--- config.mk ---
export PLATFORM = sky130hd
export DESIGN_NAME = spinner_mc
export DESIGN_NICKNAME = d
export VERILOG_FILES = /design/src/rtl/spinner_mc.sv
export SDC_FILE = /design/constraint.sdc
export NUM_CORES = 1
export LEC_CHECK = 0
export ABC_AREA = 1
export CAP_MARGIN = 20
export CORE_MARGIN = 5
export CORE_UTILIZATION = 35
export CTS_CLUSTER_SIZE = 40
export DETAILED_ROUTE_END_ITERATION = 12
export GPL_ROUTABILITY_DRIVEN = 1
export GPL_TIMING_DRIVEN = 0
export MAX_ROUTING_LAYER = met4
export SYNTH_ARGS = -nofsm -noshare
export SYNTH_HDL_FRONTEND = slang
export SYNTH_SLANG_ARGS = --single-unit
--- constraint.sdc ---
create_clock -name clk -period 2.8 [get_ports clk]
set_input_delay 0.56 -clock clk [delete_from_list [all_inputs] [get_ports clk]]
set_output_delay 0.56 -clock clk [all_outputs]
set_load 0.05 [all_outputs]
--- src/rtl/spinner_mc.sv ---
// Multi-channel spinner position tracker: per-channel accumulators driven by
// strobe-gated digital steps plus toggle-signalled analog (spinner/mouse) deltas.
module spinner_mc #(
    parameter int NCH       = 2,
    parameter int OUT_W     = 8,
    parameter int STEP_SLOW = 1,
    parameter int STEP_FAST = 4,
    parameter int CLAMP     = 0,
    parameter int INIT      = 0
) (
    input  logic                   clk,
    input  logic                   reset_n,
    input  logic                   strobe,
    input  logic [NCH-1:0]         minus,
    input  logic [NCH-1:0]         plus,
    input  logic [NCH-1:0]         fast,
    input  logic [NCH*9-1:0]       spin_in,
    input  logic [8:0]             mouse_in,
    output logic [NCH*OUT_W-1:0]   spin_out,
    output logic [NCH-1:0]         moved,
    output logic                   src_mouse
);

    localparam int SUM_W = OUT_W + 2;
    localparam logic [OUT_W-1:0]        INIT_V = OUT_W'(INIT);
    localparam logic signed [SUM_W-1:0] STEP_S = SUM_W'(STEP_SLOW);
    localparam logic signed [SUM_W-1:0] STEP_F = SUM_W'(STEP_FAST);

    logic             strobe_s;
    logic             strobe_d;
    logic [NCH-1:0]   plus_s;
    logic [NCH-1:0]   minus_s;
    logic [NCH-1:0]   fast_s;
    logic [8:0]       spin_s [NCH];
    logic [NCH-1:0]   spin_h;
    logic [8:0]       mouse_s;
    logic             mouse_h;
    logic             samp_valid;
    logic             primed;

    logic [OUT_W-1:0] pos     [NCH];
    logic [OUT_W-1:0] pos_nxt [NCH];
    logic [NCH-1:0]   moved_nxt;
    logic             src_nxt;

    logic             strobe_edge;
    logic             mouse_evt;
    logic [NCH-1:0]   spin_evt;

    function automatic logic signed [SUM_W-1:0] sext8(input logic [7:0] d);
        return SUM_W'($signed(d));
    endfunction

    function automatic logic [OUT_W-1:0] fit(input logic signed [SUM_W-1:0] s);
        if (CLAMP == 0)
            return s[OUT_W-1:0];
        else if (s[SUM_W-1])
            return '0;
        else if (|s[SUM_W-2:OUT_W])
            return '1;
        else
            return s[OUT_W-1:0];
    endfunction

    // Toggle histories only count once a real sample has reached them (primed).
    always_comb begin
        strobe_edge = strobe_s & ~strobe_d;
        mouse_evt   = primed & (mouse_s[8] ^ mouse_h);
        spin_evt    = '0;
        for (int i = 0; i < NCH; i++)
            spin_evt[i] = primed & (spin_s[i][8] ^ spin_h[i]);
        if (spin_evt[0])
            src_nxt = 1'b0;
        else if (mouse_evt)
            src_nxt = 1'b1;
        else
            src_nxt = src_mouse;
    end

    always_comb begin
        logic signed [SUM_W-1:0] step;
        logic signed [SUM_W-1:0] dig;
        logic signed [SUM_W-1:0] ana;
        logic signed [SUM_W-1:0] sum;
        step      = '0;
        dig       = '0;
        ana       = '0;
        sum       = '0;
        moved_nxt = '0;
        for (int i = 0; i < NCH; i++) begin
            step = fast_s[i] ? STEP_F : STEP_S;
            dig  = '0;
            if (strobe_edge && plus_s[i] && !minus_s[i])
                dig = step;
            else if (strobe_edge && minus_s[i] && !plus_s[i])
                dig = -step;
            ana = '0;
            // Channel 0 listens to whichever source was selected at the start of the cycle.
            if (i == 0 && src_mouse) begin
                if (mouse_evt)
                    ana = sext8(mouse_s[7:0]);
            end else if (spin_evt[i]) begin
                ana = sext8(spin_s[i][7:0]);
            end
            sum          = $signed({2'b00, pos[i]}) + dig + ana;
            pos_nxt[i]   = fit(sum);
            moved_nxt[i] = (pos_nxt[i] != pos[i]);
        end
    end

    always_ff @(posedge clk or negedge reset_n) begin
        if (!reset_n) begin
            strobe_s   <= 1'b1;
            strobe_d   <= 1'b1;
            plus_s     <= '0;
            minus_s    <= '0;
            fast_s     <= '0;
            spin_h     <= '0;
            mouse_s    <= '0;
            mouse_h    <= 1'b0;
            samp_valid <= 1'b0;
            primed     <= 1'b0;
            src_mouse  <= 1'b0;
            moved      <= '0;
            for (int i = 0; i < NCH; i++) begin
                spin_s[i] <= '0;
                pos[i]    <= INIT_V;
            end
        end else begin
            strobe_d   <= strobe_s;
            strobe_s   <= strobe;
            plus_s     <= plus;
            minus_s    <= minus;
            fast_s     <= fast;
            mouse_h    <= mouse_s[8];
            mouse_s    <= mouse_in;
            samp_valid <= 1'b1;
            primed     <= samp_valid;
            src_mouse  <= src_nxt;
            moved      <= moved_nxt;
            for (int i = 0; i < NCH; i++) begin
                spin_h[i] <= spin_s[i][8];
                spin_s[i] <= spin_in[i*9 +: 9];
                pos[i]    <= pos_nxt[i];
            end
        end
    end

    for (genvar g = 0; g < NCH; g++) begin : g_out
        assign spin_out[g*OUT_W +: OUT_W] = pos[g];
    end

endmodule

# Yosys cells after proc, flatten, opt, wreduce, memory -nomap -nowiden
# Cells that the tools add are included.
# classes
n_addsub,6
mux,12
eq_ne,2
n_reduce_logical,13
n_bitwise,8
# op_table
op,n
8-bit two-way mux,8
8-bit adder,4
8-bit inequality test,2
3-bit negation with 8-bit output,2
1-bit logical AND,8
3-bit two-way mux,2
1-bit bitwise AND,4
1-bit logical NOT,4
1-bit bitwise XOR,3
1-bit two-way mux,2
2-bit nonzero test,1
1-bit NOT,1
# word_totals
elab_cells,57
in_bits,36
regBits,59
out_inout_bits,19

# Logic depth before layout (Yosys ltp)
# logic_depth
word_depth,9
mapped_depth,20
depth_no_buf,20

# Worst setup path before layout
# Ideal clock, no wire load.
# synth_path
path_type,register to register
start,register strobe_s
end,register moved[1]
arrival_ns,2.749
t_required_ns,2.668
setup_ns,0.132
path_slack_ns,-0.081
period_less_slack_ns,2.881
path_buffers,0
stages_incl_launch_ff,15
path_cell_list,dfstp_2 nand2_2 nor2_4 nand2_1 fa_1 inv_1 ha_1 fa_1 nand2_1 nand2_1 nand3_1 nor2_1 nand3_1 nor2_1 nand4_1
# synth_rtl
item,line_no,source
"start, declared",29,logic strobe_s;
"start signal, assigned",131,strobe_s <= strobe;
"end signal, assigned",140,moved <= moved_nxt;
"end, declared",20,"output logic [NCH-1:0] moved,"

==> metrics.txt <==
# TYPE chip_impl_metric gauge
chip_impl_metric{name="worst_slew_margin_rel",unit=""} 0.5623
chip_impl_metric{name="vdd_drop_max",unit="mV"} 0.4376
chip_impl_metric{name="first_iter_violations",unit=""} 78
chip_impl_metric{name="clock_transition_at_the_register_clock_pins_on_the_worst_setup_and_hold_paths_after_cts",unit="ns"} 0.07
chip_impl_metric{name="slew_violations",unit=""} 0
chip_impl_info{name="post_synth_most_frequent_cells",value="sky130_fd_sc_hd__nand2_1 (98), sky130_fd_sc_hd__inv_1 (68), sky130_fd_sc_hd__dfrtp_1 (57)"} 1
chip_impl_metric{name="clock_tree.buffer_depth",unit=""} 2
chip_impl_metric{name="netlist.area_leader.share",unit=""} 0.4407
chip_impl_metric{name="power",unit="mW"} 4.354
chip_impl_metric{name="drt_pass1_iterations",unit=""} 4
chip_impl_metric{name="synth_xor_xnor_area_share",unit=""} 0.01624
chip_impl_metric{name="place_ws",unit="ns"} -0.4233
chip_impl_metric{name="port_buffers",unit=""} 54
chip_impl_metric{name="syn-instance-count",unit=""} 367
chip_impl_metric{name="combinationalPowerShare",unit=""} 0.547
chip_impl_metric{name="fin_hold_ws",unit="ns"} 0.2434
chip_impl_metric{name="placeableCoreArea",unit="µm²"} 9109
chip_impl_metric{name="synthesis.area",unit="µm²"} 3237
chip_impl_metric{name="swShare",unit=""} 0.4564
chip_impl_metric{name="initial_cell_density_of_the_core",unit=""} 0.3554
chip_impl_metric{name="number_of_antenna_violations_at_the_first_check_in_global_routing",unit=""} 0
chip_impl_metric{name="synth_compound_area_frac",unit=""} 0.03170
chip_impl_metric{name="power_per_cell_area",unit="nW/µm²"} 973.8
chip_impl_info{name="worstSetupEndpointType",value="flip-flop"} 1
chip_impl_metric{name="num-nets-final",unit=""} 513
chip_impl_metric{name="final_util",unit=""} 0.4908
chip_impl_metric{name="antenna_cells",unit=""} 0
chip_impl_metric{name="yosysUniqueCellTypes",unit=""} 31
chip_impl_metric{name="pwr-share-clk",unit=""} 0.184
chip_impl_info{name="hp-class",value="in2async"} 1
chip_impl_metric{name="cts_hold_buf",unit=""} 0
chip_impl_metric{name="timing.final.ws_setup",unit="ns"} -0.1164
chip_impl_metric{name="detail_route.vias_per_cell",unit=""} 4.547
chip_impl_info{name="synth_top_cell_by_area",value="sky130_fd_sc_hd__dfrtp_1"} 1
chip_impl_metric{name="multiplexer_area_fraction_after_synthesis",unit=""} 0
chip_impl_info{name="rsz_0062_raised_after_global_routing",value="true"} 1
chip_impl_metric{name="synthesized_nets",unit=""} 431
chip_impl_metric{name="max_freq",unit="GHz"} 0.3429
chip_impl_metric{name="net-switching-power",unit="mW"} 1.987
chip_impl_metric{name="areaGrowthSynthToFinish",unit="%"} 38.11
chip_impl_metric{name="finalSetupViolations",unit=""} 2
chip_impl_metric{name="insertion_delay",unit="ns"} 0.34
chip_impl_metric{name="placed_cells_incl_taps",unit=""} 533
chip_impl_metric{name="final.min_clock_period",unit="ns"} 2.916
chip_impl_info{name="synth_ff_type",value="sky130_fd_sc_hd__dfrtp_1"} 1
chip_impl_metric{name="cts_buffers",unit=""} 9
chip_impl_metric{name="yosys_warnings",unit=""} 0
chip_impl_info{name="root_buffer",value="sky130_fd_sc_hd__clkbuf_8"} 1
chip_impl_metric{name="htreeDepth",unit=""} 3
chip_impl_info{name="cts_tree",value="built"} 1
chip_impl_metric{name="ioPinCount",unit=""} 55
chip_impl_info{name="synth.area.top_cells",value="sky130_fd_sc_hd__dfrtp_1 (44%), sky130_fd_sc_hd__nand2_1 (11%), sky130_fd_sc_hd__fa_1 (9.9%), sky130_fd_sc_hd__inv_1 (7.9%), sky130_fd_sc_hd__nand3_1 (5.3%)"} 1
chip_impl_metric{name="post_layout_nonfiller_instances",unit=""} 565
chip_impl_metric{name="synth-seq-cells",unit=""} 59
chip_impl_metric{name="finalHoldViolations",unit=""} 0
chip_impl_info{name="cp-start-kind",value="flip-flop"} 1
chip_impl_info{name="status",value="finished, violations left"} 1
chip_impl_metric{name="grt_pass1_wl",unit="µm"} 11650
chip_impl_metric{name="vias",unit=""} 2569
chip_impl_metric{name="seq_power_share",unit=""} 0.269
chip_impl_metric{name="power.static_leakage",unit="nW"} 2.238
chip_impl_metric{name="detail_route.wirelength",unit="µm"} 7121
chip_impl_metric{name="critical_path_peak_fanout",unit=""} 4
chip_impl_metric{name="internal_power",unit="mW"} 2.367
chip_impl_metric{name="synth_adder_area_share",unit=""} 0.1453
chip_impl_metric{name="global_route.usage.total",unit=""} 0.1373
chip_impl_metric{name="grt_max_degree",unit=""} 31
chip_impl_metric{name="drive_above_1_share",unit=""} 0.2181
chip_impl_metric{name="final_antenna_net_count",unit=""} 0
chip_impl_metric{name="finalCritPeriodShare",unit=""} 1.042
chip_impl_metric{name="wl_per_cell",unit="µm"} 12.60
chip_impl_metric{name="remaining_overflow_grt",unit=""} 0
chip_impl_metric{name="cts.sink_count",unit=""} 59
chip_impl_metric{name="clock_skew",unit="ns"} 0.006047
chip_impl_info{name="failed_checks",value="negative setup slack"} 1
chip_impl_metric{name="max-cap-violations",unit=""} 0
chip_impl_metric{name="synth_simple_gate_area_share",unit=""} 0.2598
chip_impl_info{name="yosysMostFrequentCell",value="sky130_fd_sc_hd__nand2_1"} 1
chip_impl_metric{name="gp_congestion",unit=""} 0.8166
chip_impl_metric{name="worstPathRequired",unit="ns"} 3.00
chip_impl_metric{name="synth_seq_area_share",unit=""} 0.4569
chip_impl_metric{name="drc",unit=""} 0
chip_impl_metric{name="syn-mean-instance-area",unit="µm²"} 8.820
chip_impl_metric{name="die_x",unit="µm"} 106.2
chip_impl_metric{name="die-area",unit="µm²"} 11270
chip_impl_metric{name="floorplan.rows",unit=""} 35
chip_impl_metric{name="synth_edf_count",unit=""} 0
chip_impl_metric{name="crit_arrival",unit="ns"} 3.11
chip_impl_metric{name="die_y",unit="µm"} 106.2
chip_impl_metric{name="dp_hpwl",unit="µm"} 5285
chip_impl_info{name="crit_type",value="reg2reg"} 1
chip_impl_metric{name="async_flop_share",unit=""} 1.000
chip_impl_metric{name="grt_pass1_vias",unit=""} 2534
chip_impl_metric{name="worst_pin_slew",unit="ns"} 0.6565
chip_impl_info{name="combinational_family_with_the_most_area_after_synthesis",value="simple AND/OR/NAND/NOR gates"} 1
[cells by family (layout without fill, tap and decap cells)]
family	Yosys count	after routing
AND/OR/NAND/NOR	182	182
other	1	1
buffers and inverters	73	160
AO/OA/AOI/OAI	18	18
adder cells (fa/ha/maj)	28	28
XOR/XNOR	6	6
flip-flops	59	59
[final timing paths]
path,to,slack [ns],startpoint,cells after the start
worst max-delay path,moved[1]$_DFF_PN0_,-0.12,strobe_s$_DFF_PN1_,14
worst min-delay path,spin_out[14]$_DFF_PN0_,0.24,reset_n,1
worst max register to register,moved[1]$_DFF_PN0_,-0.12,strobe_s$_DFF_PN1_,14
worst min register to register,primed$_DFF_PN0_,0.36,samp_valid$_DFF_PN0_,0
max in group asynchronous,strobe_s$_DFF_PN1_,1.90,reset_n,2
min in group clk,primed$_DFF_PN0_,0.36,samp_valid$_DFF_PN0_,0
[registers in the layout (all words and copies together) (netlist names)]
| register | flops |
|---|---|
| fast_s | 2 |
| minus_s | 2 |
| mouse_h | 1 |
| mouse_s | 9 |
| moved | 2 |
| plus_s | 2 |
| primed | 1 |
| samp_valid | 1 |
| spin_h | 2 |
| spin_out | 16 |
| spin_s | 18 |
| src_mouse | 1 |
| strobe_d | 1 |
| strobe_s | 1 |
[power by group through the flow]
| stage | registers (mW) | logic (mW) | clock network, mW |
|---|---|---|---|
| 6_report | 1.17 | 2.38 | 0.800 |
| 5_1_grt | 1.20 | 2.64 | 0.856 |
| 4_1_cts | 1.18 | 2.26 | 0.825 |
| 3_5_place_dp | 1.19 | 2.14 | 0 |
| 3_3_place_gp | 1.19 | 2.08 | 0 |
| 2_1_floorplan | 1.59 | 1.15 | 0 |
[critical path, stage by stage (launching register included)]
cell and delay, ns:
sky130_fd_sc_hd__dfstp_2 0.56, sky130_fd_sc_hd__nand2_4 0.07, sky130_fd_sc_hd__nor2_4 0.13, sky130_fd_sc_hd__nand2_2 0.07
sky130_fd_sc_hd__fa_1 0.49, sky130_fd_sc_hd__inv_2 0.05, sky130_fd_sc_hd__ha_4 0.16, sky130_fd_sc_hd__fa_1 0.57
sky130_fd_sc_hd__nand2_1 0.08, sky130_fd_sc_hd__nand2_2 0.06, sky130_fd_sc_hd__nand3_2 0.10, sky130_fd_sc_hd__nor2_4 0.13
sky130_fd_sc_hd__nand3_2 0.07, sky130_fd_sc_hd__nor2_2 0.11, sky130_fd_sc_hd__nand4_1 0.12
[cells in the final DEF, fill, tap and decap left out, types with 4 or more instances in the layout]
cell type	count
sky130_fd_sc_hd__clkdlybuf4s50_1	53
sky130_fd_sc_hd__nand4_1	6
sky130_fd_sc_hd__dfrtp_1	57
sky130_fd_sc_hd__nand3_1	29
sky130_fd_sc_hd__a21oi_1	5
sky130_fd_sc_hd__xnor2_1	4
sky130_fd_sc_hd__a21oi_2	6
sky130_fd_sc_hd__nor2_4	6
sky130_fd_sc_hd__nand2_1	88
sky130_fd_sc_hd__nand3b_1	6
sky130_fd_sc_hd__nor2_1	13
sky130_fd_sc_hd__nand3_2	5
sky130_fd_sc_hd__fa_1	14
sky130_fd_sc_hd__nand2_2	16
sky130_fd_sc_hd__ha_1	8
sky130_fd_sc_hd__inv_2	6
sky130_fd_sc_hd__buf_4	17
sky130_fd_sc_hd__inv_1	63
sky130_fd_sc_hd__ha_4	4
sky130_fd_sc_hd__clkbuf_8	10
sky130_fd_sc_hd__a31oi_1	4
[per-layer routing]
layer  up-vias  routed length (µm)  share of wire  GRT usage
met1      1218                3242           0.46     0.1725
met5         -                   0              0          -
met3        11                 238          0.033    0.02793
met4         0                 146          0.021    0.06105
met2        45                3494           0.49     0.2149
li1       1295                   -              -          -
[area by class of cell]
| cell class | instances | area (µm²) |
|---|---|---|
| buffer | 1 | 11.26 |
| clock buffer | 10 | 137.6 |
| clock inverter | 6 | 63.81 |
| fill | 874 | 4638 |
| inverter | 71 | 274.0 |
| multi-input combinational | 235 | 1683 |
| sequential | 59 | 1479 |
| tap | 111 | 138.9 |
| timing repair buffer | 72 | 683.2 |
[metrics by stage]
stage / cell area, µm² / setup TNS [ns]
2_1_floorplan: 3258 / -0.01700
3_3_place_gp: 3938 / -39.62
3_5_place_dp: 3953 / -1.157
4_1_cts: 4297 / -0.5430
5_1_grt: 4471 / -0.5282
6_report: 4471 / -0.2039
[repair_timing]
action / CTS / global route
endpoints found under the setup margin: 4 / 6
pin swaps: 14 / 25
gates resized for setup: 18 / 34
buffers inserted: 8 / 9
No activity file was read; power rests on OpenSTA's default activity.
